--- config.mk ---
export PLATFORM = sky130hd
export DESIGN_NAME = iir_coeff_loader_flat
export DESIGN_NICKNAME = d
export VERILOG_FILES = /design/src/rtl/iir_coeff_loader_pkg.sv /design/src/rtl/iir_coeff_loader_if.sv /design/src/rtl/iir_coeff_sum_check.sv /design/src/rtl/iir_coeff_loader.sv /design/src/flat_wrapper.sv
export SDC_FILE = /design/constraint.sdc
export NUM_CORES = 1
export LEC_CHECK = 0
export CORE_ASPECT_RATIO = 0.6
export CORE_MARGIN = 8
export CORE_UTILIZATION = 45
export DETAILED_ROUTE_END_ITERATION = 16
export PLACE_DENSITY_LB_ADDON = 0.25
export SLEW_MARGIN = 0
export SYNTH_ARGS = -nofsm -noshare
export SYNTH_HDL_FRONTEND = slang
export SYNTH_HIERARCHICAL = 1
export SYNTH_SLANG_ARGS = --single-unit
export TNS_END_PERCENT = 10
--- constraint.sdc ---
create_clock -name clk -period 3.7 [get_ports clk]
set_clock_uncertainty 0.1 [all_clocks]
set_input_delay 0.925 -clock clk [delete_from_list [all_inputs] [get_ports clk]]
set_output_delay 0.925 -clock clk [all_outputs]
set_load 0.05 [all_outputs]
--- src/rtl/iir_coeff_loader_pkg.sv ---
// Shared types and constants for the IIR coefficient loader slice.
// Defaults form a 5 kHz low-pass at 96 kHz whose DC gain sums to 2^14.
package iir_pkg;

    localparam int PKG_COEFF_WIDTH = 18;
    localparam int PKG_COEFF_SCALE = 14;
    localparam int PKG_SUM_TOL     = 2;

    typedef logic signed [PKG_COEFF_WIDTH-1:0] coeff_t;

    typedef enum logic [1:0] {
        IDLE,
        CHECK,
        EVAL,
        WAIT_TICK
    } loader_state_t;

    localparam logic [2:0] ADDR_A2 = 3'd0;
    localparam logic [2:0] ADDR_A3 = 3'd1;
    localparam logic [2:0] ADDR_B1 = 3'd2;
    localparam logic [2:0] ADDR_B2 = 3'd3;
    localparam logic [2:0] ADDR_B3 = 3'd4;

    localparam int RESET_A2 = -25282;
    localparam int RESET_A3 = 10316;
    localparam int RESET_B1 = 354;
    localparam int RESET_B2 = 710;
    localparam int RESET_B3 = 354;

    // True when bits [31:w-1] are a pure sign extension of the low w bits.
    function automatic logic data_in_range(input logic [31:0] d, input int unsigned w);
        logic signed [31:0] hi;
        hi = $signed(d) >>> (w - 1);
        return (hi == '0) || (hi == '1);
    endfunction

endpackage

--- src/rtl/iir_coeff_loader_if.sv ---
// Bridge-side register write / commit port of the coefficient loader.
interface iir_coeff_loader_if;

    logic        wr_en;
    logic [2:0]  wr_addr;
    logic [31:0] wr_data;
    logic        wr_ready;
    logic        commit;

    modport master (
        output wr_en,
        output wr_addr,
        output wr_data,
        output commit,
        input  wr_ready
    );

    modport slave (
        input  wr_en,
        input  wr_addr,
        input  wr_data,
        input  commit,
        output wr_ready
    );

endinterface

--- src/rtl/iir_coeff_sum_check.sv ---
// Sequential DC-gain check: accumulates +B1,+B2,+B3,-A2,-A3 over five cycles,
// then flags pass/fail for one cycle against 2^COEFF_SCALE +/- SUM_TOL.
module iir_coeff_sum_check
    import iir_pkg::*;
#(
    parameter int COEFF_WIDTH = PKG_COEFF_WIDTH,
    parameter int COEFF_SCALE = PKG_COEFF_SCALE,
    parameter int SUM_TOL     = PKG_SUM_TOL
) (
    input  logic                          clk,
    input  logic                          reset,
    input  logic                          start,
    input  logic signed [COEFF_WIDTH-1:0] a2,
    input  logic signed [COEFF_WIDTH-1:0] a3,
    input  logic signed [COEFF_WIDTH-1:0] b1,
    input  logic signed [COEFF_WIDTH-1:0] b2,
    input  logic signed [COEFF_WIDTH-1:0] b3,
    output logic                          last,
    output logic                          pass,
    output logic                          fail
);

    localparam int AW = COEFF_WIDTH + 3;
    localparam logic signed [AW-1:0] TARGET = AW'(1 << COEFF_SCALE);
    localparam logic signed [AW-1:0] TOL_HI = AW'(SUM_TOL);
    localparam logic signed [AW-1:0] TOL_LO = -AW'(SUM_TOL);

    logic signed [AW-1:0] acc;
    logic signed [AW-1:0] term;
    logic signed [AW-1:0] diff;
    logic [2:0]           idx;
    logic                 running;
    logic                 done;
    logic                 in_tol;

    always_comb begin
        term = '0;
        case (idx)
            3'd0:    term = AW'(b1);
            3'd1:    term = AW'(b2);
            3'd2:    term = AW'(b3);
            3'd3:    term = -AW'(a2);
            3'd4:    term = -AW'(a3);
            default: term = '0;
        endcase
    end

    always_ff @(posedge clk) begin
        if (reset) begin
            acc     <= '0;
            idx     <= '0;
            running <= 1'b0;
            done    <= 1'b0;
        end else if (start) begin
            acc     <= '0;
            idx     <= '0;
            running <= 1'b1;
            done    <= 1'b0;
        end else begin
            done <= 1'b0;
            if (running) begin
                acc <= acc + term;
                idx <= idx + 3'd1;
                if (idx == 3'd4) begin
                    running <= 1'b0;
                    done    <= 1'b1;
                end
            end
        end
    end

    always_comb begin
        diff   = acc - TARGET;
        in_tol = (diff <= TOL_HI) && (diff >= TOL_LO);
        last   = running && (idx == 3'd4);
        pass   = done && in_tol;
        fail   = done && !in_tol;
    end

endmodule

--- src/rtl/iir_coeff_loader.sv ---
// Shadow/active coefficient register pair for the biquad: host writes land in
// shadow, commit runs a DC-gain check, and the set swaps in on a sample tick.
module iir_coeff_loader
    import iir_pkg::*;
#(
    parameter int COEFF_WIDTH = PKG_COEFF_WIDTH,
    parameter int COEFF_SCALE = PKG_COEFF_SCALE,
    parameter int SUM_TOL     = PKG_SUM_TOL,
    parameter int DEF_A2      = RESET_A2,
    parameter int DEF_A3      = RESET_A3,
    parameter int DEF_B1      = RESET_B1,
    parameter int DEF_B2      = RESET_B2,
    parameter int DEF_B3      = RESET_B3
) (
    input  logic                          clk,
    input  logic                          reset,
    iir_coeff_loader_if.slave             bus,
    input  logic                          sample_tick,
    output logic signed [COEFF_WIDTH-1:0] A2,
    output logic signed [COEFF_WIDTH-1:0] A3,
    output logic signed [COEFF_WIDTH-1:0] B1,
    output logic signed [COEFF_WIDTH-1:0] B2,
    output logic signed [COEFF_WIDTH-1:0] B3,
    output logic                          applied,
    output logic                          filt_clear,
    output logic                          busy,
    output logic                          err_sum,
    output logic                          err_range,
    output logic                          err_drop
);

    localparam int CW = COEFF_WIDTH;

    loader_state_t state, state_nxt;

    logic signed [CW-1:0] sh_a2, sh_a3, sh_b1, sh_b2, sh_b3;
    logic bad;
    logic is_idle, in_range, bad_now;
    logic commit_seen, wr_ok, wr_bad, commit_ok, commit_bad;
    logic drop, revert, do_apply;
    logic chk_last, chk_pass, chk_fail;

    always_ff @(posedge clk) begin
        if (reset) state <= IDLE;
        else       state <= state_nxt;
    end

    always_comb begin
        state_nxt = state;
        case (state)
            IDLE:      if (commit_ok)   state_nxt = CHECK;
            CHECK:     if (chk_last)    state_nxt = EVAL;
            EVAL:      state_nxt = chk_pass ? WAIT_TICK : IDLE;
            WAIT_TICK: if (sample_tick) state_nxt = IDLE;
            default:   state_nxt = IDLE;
        endcase
    end

    // A bad write in the same cycle as commit poisons that commit as well.
    always_comb begin
        is_idle      = (state == IDLE);
        in_range     = data_in_range(bus.wr_data, CW);
        bad_now      = bad || (bus.wr_en && !in_range);
        commit_seen  = is_idle && bus.commit;
        wr_ok        = is_idle && bus.wr_en && in_range;
        wr_bad       = is_idle && bus.wr_en && !in_range;
        commit_ok    = commit_seen && !bad_now;
        commit_bad   = commit_seen && bad_now;
        drop         = !is_idle && (bus.wr_en || bus.commit);
        revert       = commit_bad || ((state == EVAL) && chk_fail);
        do_apply     = (state == WAIT_TICK) && sample_tick;
        busy         = !is_idle;
        bus.wr_ready = is_idle;
    end

    always_ff @(posedge clk) begin
        if (reset) begin
            sh_a2 <= CW'(DEF_A2);
            sh_a3 <= CW'(DEF_A3);
            sh_b1 <= CW'(DEF_B1);
            sh_b2 <= CW'(DEF_B2);
            sh_b3 <= CW'(DEF_B3);
        end else if (revert) begin
            sh_a2 <= A2;
            sh_a3 <= A3;
            sh_b1 <= B1;
            sh_b2 <= B2;
            sh_b3 <= B3;
        end else if (wr_ok) begin
            case (bus.wr_addr)
                ADDR_A2: sh_a2 <= bus.wr_data[CW-1:0];
                ADDR_A3: sh_a3 <= bus.wr_data[CW-1:0];
                ADDR_B1: sh_b1 <= bus.wr_data[CW-1:0];
                ADDR_B2: sh_b2 <= bus.wr_data[CW-1:0];
                ADDR_B3: sh_b3 <= bus.wr_data[CW-1:0];
                default: ;
            endcase
        end
    end

    always_ff @(posedge clk) begin
        if (reset) begin
            A2 <= CW'(DEF_A2);
            A3 <= CW'(DEF_A3);
            B1 <= CW'(DEF_B1);
            B2 <= CW'(DEF_B2);
            B3 <= CW'(DEF_B3);
        end else if (do_apply) begin
            A2 <= sh_a2;
            A3 <= sh_a3;
            B1 <= sh_b1;
            B2 <= sh_b2;
            B3 <= sh_b3;
        end
    end

    always_ff @(posedge clk) begin
        if (reset) begin
            applied    <= 1'b0;
            filt_clear <= 1'b0;
            bad        <= 1'b0;
            err_sum    <= 1'b0;
            err_range  <= 1'b0;
            err_drop   <= 1'b0;
        end else begin
            applied    <= do_apply;
            filt_clear <= do_apply;
            if (commit_seen)  bad <= 1'b0;
            else if (wr_bad)  bad <= 1'b1;
            if (commit_seen)  err_range <= commit_bad;
            else if (wr_bad)  err_range <= 1'b1;
            if (commit_seen)  err_sum <= 1'b0;
            else if ((state == EVAL) && chk_fail) err_sum <= 1'b1;
            if (commit_seen)  err_drop <= 1'b0;
            else if (drop)    err_drop <= 1'b1;
        end
    end

    iir_coeff_sum_check #(
        .COEFF_WIDTH (COEFF_WIDTH),
        .COEFF_SCALE (COEFF_SCALE),
        .SUM_TOL     (SUM_TOL)
    ) u_sum_check (
        .clk   (clk),
        .reset (reset),
        .start (commit_ok),
        .a2    (sh_a2),
        .a3    (sh_a3),
        .b1    (sh_b1),
        .b2    (sh_b2),
        .b3    (sh_b3),
        .last  (chk_last),
        .pass  (chk_pass),
        .fail  (chk_fail)
    );

endmodule

--- src/flat_wrapper.sv ---
// flat-port wrapper written by rule: the top's interface ports become plain ports
module iir_coeff_loader_flat import iir_pkg::*;
#(
    parameter int COEFF_WIDTH = PKG_COEFF_WIDTH,
    parameter int COEFF_SCALE = PKG_COEFF_SCALE,
    parameter int SUM_TOL     = PKG_SUM_TOL,
    parameter int DEF_A2      = RESET_A2,
    parameter int DEF_A3      = RESET_A3,
    parameter int DEF_B1      = RESET_B1,
    parameter int DEF_B2      = RESET_B2,
    parameter int DEF_B3      = RESET_B3
)
  (clk, reset, sample_tick, A2, A3, B1, B2, B3, applied, filt_clear, busy, err_sum, err_range, err_drop, bus_wr_en, bus_wr_addr, bus_wr_data, bus_commit, bus_wr_ready);
  iir_coeff_loader_if bus_i ();
  input  logic clk;
  input  logic reset;
  input  logic sample_tick;
  output logic signed [COEFF_WIDTH-1:0] A2;
  output logic signed [COEFF_WIDTH-1:0] A3;
  output logic signed [COEFF_WIDTH-1:0] B1;
  output logic signed [COEFF_WIDTH-1:0] B2;
  output logic signed [COEFF_WIDTH-1:0] B3;
  output logic applied;
  output logic filt_clear;
  output logic busy;
  output logic err_sum;
  output logic err_range;
  output logic err_drop;
  input wire logic [$bits(bus_i.wr_en)-1:0] bus_wr_en;
  input wire logic [$bits(bus_i.wr_addr)-1:0] bus_wr_addr;
  input wire logic [$bits(bus_i.wr_data)-1:0] bus_wr_data;
  input wire logic [$bits(bus_i.commit)-1:0] bus_commit;
  output wire logic [$bits(bus_i.wr_ready)-1:0] bus_wr_ready;
  assign bus_i.wr_en = bus_wr_en;
  assign bus_i.wr_addr = bus_wr_addr;
  assign bus_i.wr_data = bus_wr_data;
  assign bus_i.commit = bus_commit;
  assign bus_wr_ready = bus_i.wr_ready;
  iir_coeff_loader #(.COEFF_WIDTH(COEFF_WIDTH), .COEFF_SCALE(COEFF_SCALE), .SUM_TOL(SUM_TOL), .DEF_A2(DEF_A2), .DEF_A3(DEF_A3), .DEF_B1(DEF_B1), .DEF_B2(DEF_B2), .DEF_B3(DEF_B3)) u_core (.clk(clk), .reset(reset), .bus(bus_i), .sample_tick(sample_tick), .A2(A2), .A3(A3), .B1(B1), .B2(B2), .B3(B3), .applied(applied), .filt_clear(filt_clear), .busy(busy), .err_sum(err_sum), .err_range(err_range), .err_drop(err_drop));
endmodule
[Word level (Yosys, flattened, before mapping)]
Cells that the tools add are included.
Cells by class
  add/sub/neg operators: 5
  magnitude comparators: 2
  eq/ne operators: 15
  mux-type cells: 27
  bitwise logic cells: 1
  reduce and logical (&&, ||, !) cells: 42
Operator list (count)
  $mux 18: 15
  $pmux 21 s5: 1
  $neg 18->21: 2
  $eq 32x32->1 const B: 1
  $logic_not 32->1: 1
  $add 21x21->21: 1
  $ge 21x2->1 const B: 1
  $le 21x3->1 const B: 1
  $sub 21x16->21 const B: 1
  $logic_and 1x1->1: 14
  $reduce_bool 2->1: 7
  $eq 3x2->1 const B: 4
  $reduce_and 2->1: 5
  $mux 2: 4
  $pmux 2 s4: 1
  $eq 3x1->1 const B: 2
  $eq 3x3->1 const B: 2
  $logic_not 3->1: 2
  $mux 1: 6
  $eq 2x2->1 const B: 2
  $logic_not 1->1: 4
  $logic_or 1x1->1: 4
  $ne 2x1->1 const B: 2
  $reduce_or 2->1: 2
  7 further kinds: 7
Word-level totals
  register bits: 213
  input bits: 40
  logic and storage cells: 112

[Depth between registers and ports, before layout]
Gate-level depths: netlist of the first run.
  word-level depth: 9
  mapped depth: 16

[Cells and area by module]
The synthesis of the first run kept the hierarchy.
By module, submodules not included
  iir_coeff_loader: times used 1, cells each 859, area an instance 7868.8 µm², sequential area each 3743.6 µm²
  iir_coeff_sum_check: times used 1, cells each 477, area an instance 3399.5 µm², sequential area each 520.5 µm²

[Worst setup path after synthesis of the first run]
OpenSTA, ideal clock, no wires.
  path type: flip-flop to flip-flop
  from: reg u_core.sh_a2[0]
  to: reg u_core.u_sum_check.acc[16]
  setup time: 122 ps
  data arrival time: 3451 ps
  slack: 27 ps
  cell stages (with the launch flop): 17
  period minus slack after synthesis: 3673 ps
  path through: dfxtp_1 -> inv_1 -> ha_1 -> or3b_2 -> or2_2 -> nor4_1 -> xnor2_1 -> a22oi_1 -> nand3_1 -> ha_1 -> nand2_1 -> nor2_1 -> nand3_1 -> o21ai_0 -> a31oi_1 -> and4_1 -> a311o_1
Between the ends
  word-level cells in the longest chain between the ends: 3
Ends and longest elaborated chain
  start: declaration: line iir_coeff_loader.sv:36  | logic signed [CW-1:0] sh_a2, sh_a3, sh_b1, sh_b2, sh_b3;
  start signal: assignment: line iir_coeff_loader.sv:78  | sh_a2 <= CW'(DEF_A2);
  start signal: assignment: line iir_coeff_loader.sv:91  | ADDR_A2: sh_a2 <= bus.wr_data[CW-1:0];
  $neg 18->21: line iir_coeff_sum_check.sv:42  | 3'd3: term = -AW'(a2);
  $pmux 21 s5: line iir_coeff_sum_check.sv:38  | case (idx)
  $add 21x21->21: line iir_coeff_sum_check.sv:62  | acc <= acc + term;
  end signal: assignment: line iir_coeff_sum_check.sv:62
  end: declaration: line iir_coeff_sum_check.sv:28  | logic signed [AW-1:0] acc;
No other way between the ends.
A chain may end at the register's enable or synchronous reset.

[Worst setup path after layout of the first run]
  from: reg u_core.sh_a2[10]
  to: reg u_core.u_sum_check.acc[20]
Same word-level chain as after synthesis.

==> metrics.cfg, run 1 <==
[timing]
finalSetupTns_ns = -0.281
hold_viol = 0
worst_pin_slew_ns = 1.10
fmax_mhz = 263
slew_viol_final = 0
min_period_ns = 3.80
fin_ws_ns = -0.102
relSlewSlack_pct = 26.9
period_share_pct = 103
rsz0062_at_grt = yes
setup_viol = 4

[die]
num_rows = 45
die_h_um = 139
start_util_pct = 45.2
core_mm2 = 0.0249
ios = 137
fp.dieW_um = 220
dieArea_mm2 = 0.0305

[setup_path]
crit_type = register to register
worst-path-max-fanout = 4
required_ns = 4.06
start_kind = register
worst-r2r-setup-slack_ns = -0.10
cp-end-kind = register
timing.rr.end = u_core/u_sum_check/acc[20]
timing.rr.start = u_core/sh_a2[10]
endpoint = u_core/u_sum_check/acc[20]
reg2reg_depth = 15
arrival_ns = 4.16
cp-startpoint = u_core/sh_a2[10]

[cells_and_area]
area_growth_syn_to_layout_pct = 33.1
finalNetCount = 1615
drive_above_1_share_pct = 17.8
regArea_mm2 = 0.00427
final_cells = 1889
multiInputGateArea_mm2 = 0.00681
fillers = 2202
antenna_cells = 0

[clock_tree]
root_buffer = clkbuf_16
clk_latency_ns = 0.53
cts_tree = done
clk_pin_slew_ns = 0.07
cts.sinks = 213
cts-hold-fix-buffers = 0
numCtsBuffers = 22
cts_max_level = 1
ctsLongestPathBuffers = 3

[yosys]
synth_top_family_by_area = compound AO/OA/AOI/OAI gates
synth_edf_count = 0
async_flop_share_pct = 0
synthSimpleGateAreaFrac_pct = 20.1
synthAdderAreaFrac_pct = 3.40
avgSynthCellArea_um2 = 8.43
synth_cell_types = 65
synth.net_count = 1406
yosysWarnings = 6
synth_compound_gate_area_share_pct = 21.5
synth_cells = 1336
synth_xor_area_share_pct = 3.50
synth-main-ff-cell = dfxtp_1
synth.area.mux_share_pct = 8.89
syn_area_mm2 = 0.0113
seq_area_frac_synth_pct = 37.8
synth-seq-cells = 213

[routing]
drt_pass1_iterations = 6
via_per_inst = 5.95
drc_errors = 0
ant_nets = 0
wire_per_inst_um = 22.1
drt_iter0_markers = 1401
totalWireLength_um = 41800
via_count = 11200

[placement]
portBuffers = 136
place_congestion = 1.01
dpl.cell_count = 1846
post-dp-hpwl_um = 30000

[grt]
grt_pass1_vias = 10300
antenna_found_initial = 1
grt_overflow = 0
grt_pass1_wl_um = 62900
grt_usage_pct = 26.2
grt_max_degree = 101

[flow_run]
max_cap_violations = 0

[power]
p_leak_uw = 0.00554
ir_worst_vdd_uv = 299
power_density_mw_per_mm2 = 402
totalPowerFinal_uw = 6020

[run_status]
violations = negative setup slack
status = finished with violations

[worst_hold_path]
hp-class = register to register

## flip-flops by register name, summed over array words and instances (netlist names)
register	cells
u_core/u_sum_check/done	1
u_core/u_sum_check/running	1
u_core/sh_a3	18
u_core/u_sum_check/idx	3
u_core/u_sum_check/acc	21
u_core/bad	1
u_core/sh_a2	18
u_core/filt_clear	1
u_core/sh_b1	18
u_core/B1	18
u_core/state	2
u_core/B3	18
u_core/err_range	1
u_core/sh_b2	18
u_core/A3	18
u_core/B2	18
u_core/err_sum	1
u_core/sh_b3	18
u_core/A2	18
u_core/err_drop	1
## worst min-delay path by stage
stage,startpoint,to,cells after the start
3_5_place_dp,u_core/A3[0],u_core/A3[0],2
6_report,u_core/A3[0],u_core/A3[0],2
2_1_floorplan,u_core/sh_b2[0],u_core/B2[0],2
4_1_cts,u_core/A3[0],u_core/A3[0],2
5_1_grt,u_core/B1[12],u_core/B1[12],2
3_3_place_gp,u_core/B1[3],u_core/B1[3],2
## worst max-delay path: stages, from the launching register on
cell      delay, ns
dfxtp_1        0.31
or4_4          0.56
buf_4          0.16
or3_4          0.38
nand2b_4       0.16
xor2_1         0.15
nand2_1        0.08
o211ai_1       0.17
ha_1           0.40
a21oi_2        0.09
buf_4          0.15
a21oi_2        0.12
a211oi_2       0.06
o311a_1        0.37
or3_1          0.36
a21oi_2        0.11
## layer usage
metal  up-vias  routed length (µm)  GRT usage (%)
met5         -                   0              0
met4         0                 733           5.04
met3        61                4470           6.58
met2       578               16000           34.7
met1      5368               20600           41.2
li1       5228                   -              -
## layout make-up
| cell class | count | share of cell area (%) |
|---|---|---|
| multi-input combinational | 1008 | 45.4 |
| tap | 329 | 2.75 |
| clock buffer | 32 | 4.46 |
| timing repair buffer | 282 | 17.4 |
| sequential | 213 | 28.5 |
| clock inverter | 7 | 1.08 |
| inverter | 18 | 0.451 |
## repair_timing
item | in CTS | in global routing
buffers inserted | 1 | 3
gates cloned | 0 | 0
gates resized for setup | 29 | 34
setup endpoints to repair | 8 | 11
pin swaps | 12 | 11
## cell families (layout without fill, tap and decap cells)
kind of cell / Yosys count / after routing
and+or+nand+nor: 480 / 480
AOI/OAI and AO/OA: 353 / 353
DFF: 213 / 213
buffers and inverters: 115 / 339
muxes: 100 / 100
xor gates and xnor gates: 45 / 45
adders and majority gates: 30 / 30
## cell usage in the layout, fill, tap and decap left out, types with 10 or more instances in the layout
master | netlist | final
inv_1 | 18 | 18
a21oi_1 | 154 | 142
nor3_1 | 18 | 17
a211oi_2 | 22 | 24
buf_4 | 3 | 133
dfxtp_1 | 213 | 211
a21oi_2 | 1 | 10
clkbuf_16 | 0 | 23
nand3b_1 | 34 | 34
o21ai_0 | 27 | 20
nand4_1 | 13 | 13
nor2_1 | 78 | 76
xor2_1 | 16 | 16
nor4_1 | 13 | 10
nand3_1 | 27 | 22
xnor2_1 | 29 | 29
a211oi_1 | 47 | 45
clkdlybuf4s50_1 | 0 | 135
nand2_1 | 236 | 236
ha_1 | 29 | 24
mux2i_1 | 99 | 99
buf_12 | 2 | 12
a22oi_1 | 57 | 56
## stage by stage
stage | hold slack (ns) | util (%) | setup slack [ns] | instance area [µm²]
final | 0.370 | 60.1 | -0.102 | 15000
after global routing | 0.389 | 60.1 | -0.242 | 15000
after CTS | 0.370 | 59.4 | -0.0661 | 14800
after detailed placement | 0.362 | 55.4 | -0.367 | 13800
after global placement | 0.360 | 55.4 | -0.289 | 13800
after floorplan | 0.344 | - | 0.0270 | 11300
## report_power, final
group	switching (µW)	leakage [µW]	internal, µW
Clock	970	0.000405	1600
Combinational	561	0.00341	441
Sequential	85.8	0.00173	2370
## Yosys cell counts (3+ instances only)
cell       count  share of area [%]
nand2_1      236                7.9
dfxtp_1      213                 38
a21oi_1      154                6.8
mux2i_1       99                8.8
nor2_1        78                2.6
clkbuf_1      76                2.5
a22oi_1       57                3.8
a211oi_1      47                3.1
nand3b_1      34                2.3
ha_1          29                3.2
xnor2_1       29                2.3
nand3_1       27                1.2
o21ai_0       27                1.2
a211oi_2      22                2.4
inv_1         18               0.60
nor3_1        18               0.80
xor2_1        16                1.2
nand4_1       13               0.72
nor4_1        13               0.72
or3_1         10               0.56
and2_1         9               0.50
nand2b_1       8               0.44
nor2b_1        7               0.39
o211ai_1       7               0.47
or2_2          7               0.39
a21o_1         6               0.40
buf_2          6               0.27
a2111oi_4      5                1.2
buf_6          5               0.50
a31oi_1        4               0.22
buf_1          4               0.13
or4_1          4               0.27
a222oi_1       3               0.27
and3b_1        3               0.23
buf_4          3               0.20
o21a_1         3               0.20
o22ai_1        3               0.17
(Power assumes the default switching activity.)
==> run 2, diff against run 1 <==
--- a/config.mk
+++ b/config.mk
@@ -6,7 +6,7 @@
 export NUM_CORES = 1
 export LEC_CHECK = 0
 export CORE_ASPECT_RATIO = 0.6
-export CORE_MARGIN = 8
+export CORE_MARGIN = 3
 export CORE_UTILIZATION = 45
 export DETAILED_ROUTE_END_ITERATION = 16
 export PLACE_DENSITY_LB_ADDON = 0.25
==> run 2 against run 1 <==
  * The run still ends with negative setup slack left
  * Die area decreased by 11%
  * Via count decreased by 0.56%
  * Register-to-register slack improved by 0.04 ns
  * Critical path depth decreased by 1
  * Clock power decreased by 18%
  * Core utilization increased by 0.89 points
  * Wire length decreased by 0.54%
  * Cell area decreased by 0.77%
  * Critical path type unchanged
  * Largest cell class unchanged
  * Largest power group is now registers
  * Highest routed layer unchanged
==> metrics.cfg, run 2 (synthesized netlist as in run 1, its figures left out) <==
[clock_tree]
root_buffer = clkbuf_16
cts_tree = done
cts_max_level = 1  ; unchanged
ctsLongestPathBuffers = 3  ; unchanged
clk_latency_ns = 0.50  ; -0.03 ns
clk_pin_slew_ns = 0.07  ; about the same
cts-hold-fix-buffers = 0  ; unchanged
numCtsBuffers = 21  ; -4.5%
cts.sinks = 213  ; unchanged

[cells_and_area]
largest_reg_flops = 21  ; unchanged
drive_above_1_share_pct = 18.3  ; +0.51 points
mostFrequentLayoutCell = nand2_1
area_growth_syn_to_layout_pct = 32.1
regArea_mm2 = 0.00427  ; about the same
multiInputGateArea_mm2 = 0.00684  ; +0.53%
regMostFlops = u_core/u_sum_check/acc
finish.utilization_pct = 61.0  ; +0.89 points
fillers = 2144  ; -2.6%
finalNetCount = 1617  ; +0.12%
fin_area_mm2 = 0.0149  ; -0.77%
final_cell_mix = nand2_1 (236), dfxtp_1 (209), a21oi_1 (144)
antenna_cells = 0  ; unchanged

[routing]
drt-met1-wl_um = 19700  ; -4.5%
drt_iter0_markers = 1090  ; -22%
wl_met3_um = 4860  ; +8.6%
highest-signal-layer = met4
wire_per_inst_um = 22.1  ; -0.17%
via_count = 11200  ; -0.56%
drc_errors = 0  ; unchanged
totalWireLength_um = 41600  ; -0.54%
ant_nets = 0  ; unchanged
drt_pass1_iterations = 6  ; unchanged
via_per_inst = 5.94  ; -0.19%
detailroute.wirelength.met2_um = 16200  ; +1.3%

[power]
ir_worst_vdd_uv = 241  ; -20%
totalPowerFinal_uw = 5570  ; -7.6%
power_density_mw_per_mm2 = 374  ; -6.9%
p_leak_uw = 0.00548  ; -1.2%

[placement]
post-dp-hpwl_um = 29800  ; -0.50%
placedInstanceArea_mm2 = 0.0138  ; about the same
place_congestion = 0.974  ; -3.5%
portBuffers = 136  ; unchanged

[grt]
grt_pass1_wl_um = 62000  ; -1.4%
grt_usage_pct = 29.5  ; +3.3 points
grt_pass1_vias = 10200  ; -1.3%
grt_max_degree = 142  ; +41%
antenna_found_initial = 0  ; -1
grt_overflow = 0  ; unchanged

[timing]
worst_pin_slew_ns = 1.11  ; +0.0107 ns
setup_viol = 1  ; -3
finalSetupTns_ns = -0.0608  ; +0.220 ns
hold_viol = 0  ; unchanged
rsz0062_at_grt = yes
fin_hold_ws_ns = 0.365  ; -0.00489 ns
fin_ws_ns = -0.0608  ; +0.0407 ns
slew_viol_final = 0  ; unchanged
period_share_pct = 102  ; -1.1 points
relSlewSlack_pct = 26.2  ; -0.71 points
min_period_ns = 3.76  ; -0.0407 ns
fmax_mhz = 266  ; +1.1%

[die]
num_rows = 44  ; -2.2%
dieArea_mm2 = 0.0270  ; -11%
ios = 137  ; unchanged
core_mm2 = 0.0244  ; -2.2%
fp.dieW_um = 210  ; -4.5%
start_util_pct = 46.2  ; +1.0 points
die_h_um = 129  ; -7.2%

[flow_run]
max_cap_violations = 0  ; unchanged

[setup_path]
cpMaxStageDelayCell = or3_4
crit_buf_inv = 0  ; -2
max_stage_delay_ns = 0.39  ; -0.17 ns
crit_type = register to register
crit_chain = or3_4 -> nand4b_1 -> nor3_1 -> xnor2_1 -> a22oi_2 -> nand3_1 -> ha_1 -> o211ai_1 -> nor2_1 -> o21ai_1 -> o21a_1 -> o311a_1 -> or3_1 -> a21oi_2
cp-end-kind = register
start_kind = register
worst-path-max-fanout = 3  ; -1
required_ns = 4.04  ; -0.02 ns
arrival_ns = 4.10  ; -0.06 ns
path_delay_family = simple AND/OR/NAND/NOR gates

[run_status]
status = finished with violations
violations = negative setup slack

[worst_hold_path]
hp-class = register to register

[run 2: cell types whose count changed in the layout (fill, tap and decap cells not counted), sizes merged]
cell	change
clkinv	+4
inv	+1
clkbuf	-3
bufinv	-4
buf	+3
clkinvlp	-1
[run 2: path summary, 6_finish.rpt]
| path | start | endpoint | slack (ns) | cells past startpoint |
|---|---|---|---|---|
| setup reg to reg | u_core/sh_a2[4] | u_core/u_sum_check/acc[20] | -0.06 | 14 |
| hold reg to reg | u_core/A3[8] | u_core/A3[8] | 0.37 | 2 |
| setup / recovery | u_core/sh_a2[4] | u_core/u_sum_check/acc[20] | -0.06 | 14 |
| hold / removal | u_core/A3[8] | u_core/A3[8] | 0.37 | 2 |
[run 2: what timing repair did]
action / 4_1_cts / 5_1_grt
setup buffers: 6 / 4
endpoints found under the setup margin: 9 / 13
gates cloned: 0 / 0
resized for setup: 30 / 42
endpoints found under the hold margin: 0 / 0
pin swaps: 18 / 31
[run 2: worst register-to-register path, cell delays in order, from the launching register on]
cell and delay, ns:
dfxtp_1 0.31, or3_4 0.39, nand4b_1 0.28, nor3_1 0.23, xnor2_1 0.12, a22oi_2 0.26
nand3_1 0.17, ha_1 0.39, o211ai_1 0.13, nor2_1 0.16, o21ai_1 0.12, o21a_1 0.22
o311a_1 0.34, or3_1 0.36, a21oi_2 0.12
[run 2: final cells by class]
| class | instances | area share, % |
|---|---|---|
| multi-input combinational | 1008 | 46.0 |
| sequential | 213 | 28.7 |
| timing repair buffer | 285 | 17.9 |
| clock buffer | 29 | 3.87 |
| tap | 322 | 2.71 |
| clock inverter | 7 | 0.454 |
| inverter | 18 | 0.454 |
[run 2: power breakdown]
| part | internal, µW | leakage, µW | switching, µW | total, µW |
|---|---|---|---|---|
| combinational | 448 | 0.00343 | 565 | 1010 |
| sequential | 2370 | 0.00173 | 91.3 | 2460 |
| clock | 1160 | 0.000319 | 934 | 2100 |
[run 2: per-stage QoR]
step | cells | worst slack, ns
6_report | 1882 | -0.0608
4_1_cts | 1878 | -0.0250
3_3_place_gp | 1836 | -0.188
3_5_place_dp | 1836 | -0.327
5_1_grt | 1882 | -0.186
2_1_floorplan | 1336 | 0.0270
[run 2: layer usage]
metal	global-route usage, %	up-vias
met4	6.89	0
met5	0	-
li1	-	5222
met2	40.4	527
met1	45.0	5366
met3	8.60	57
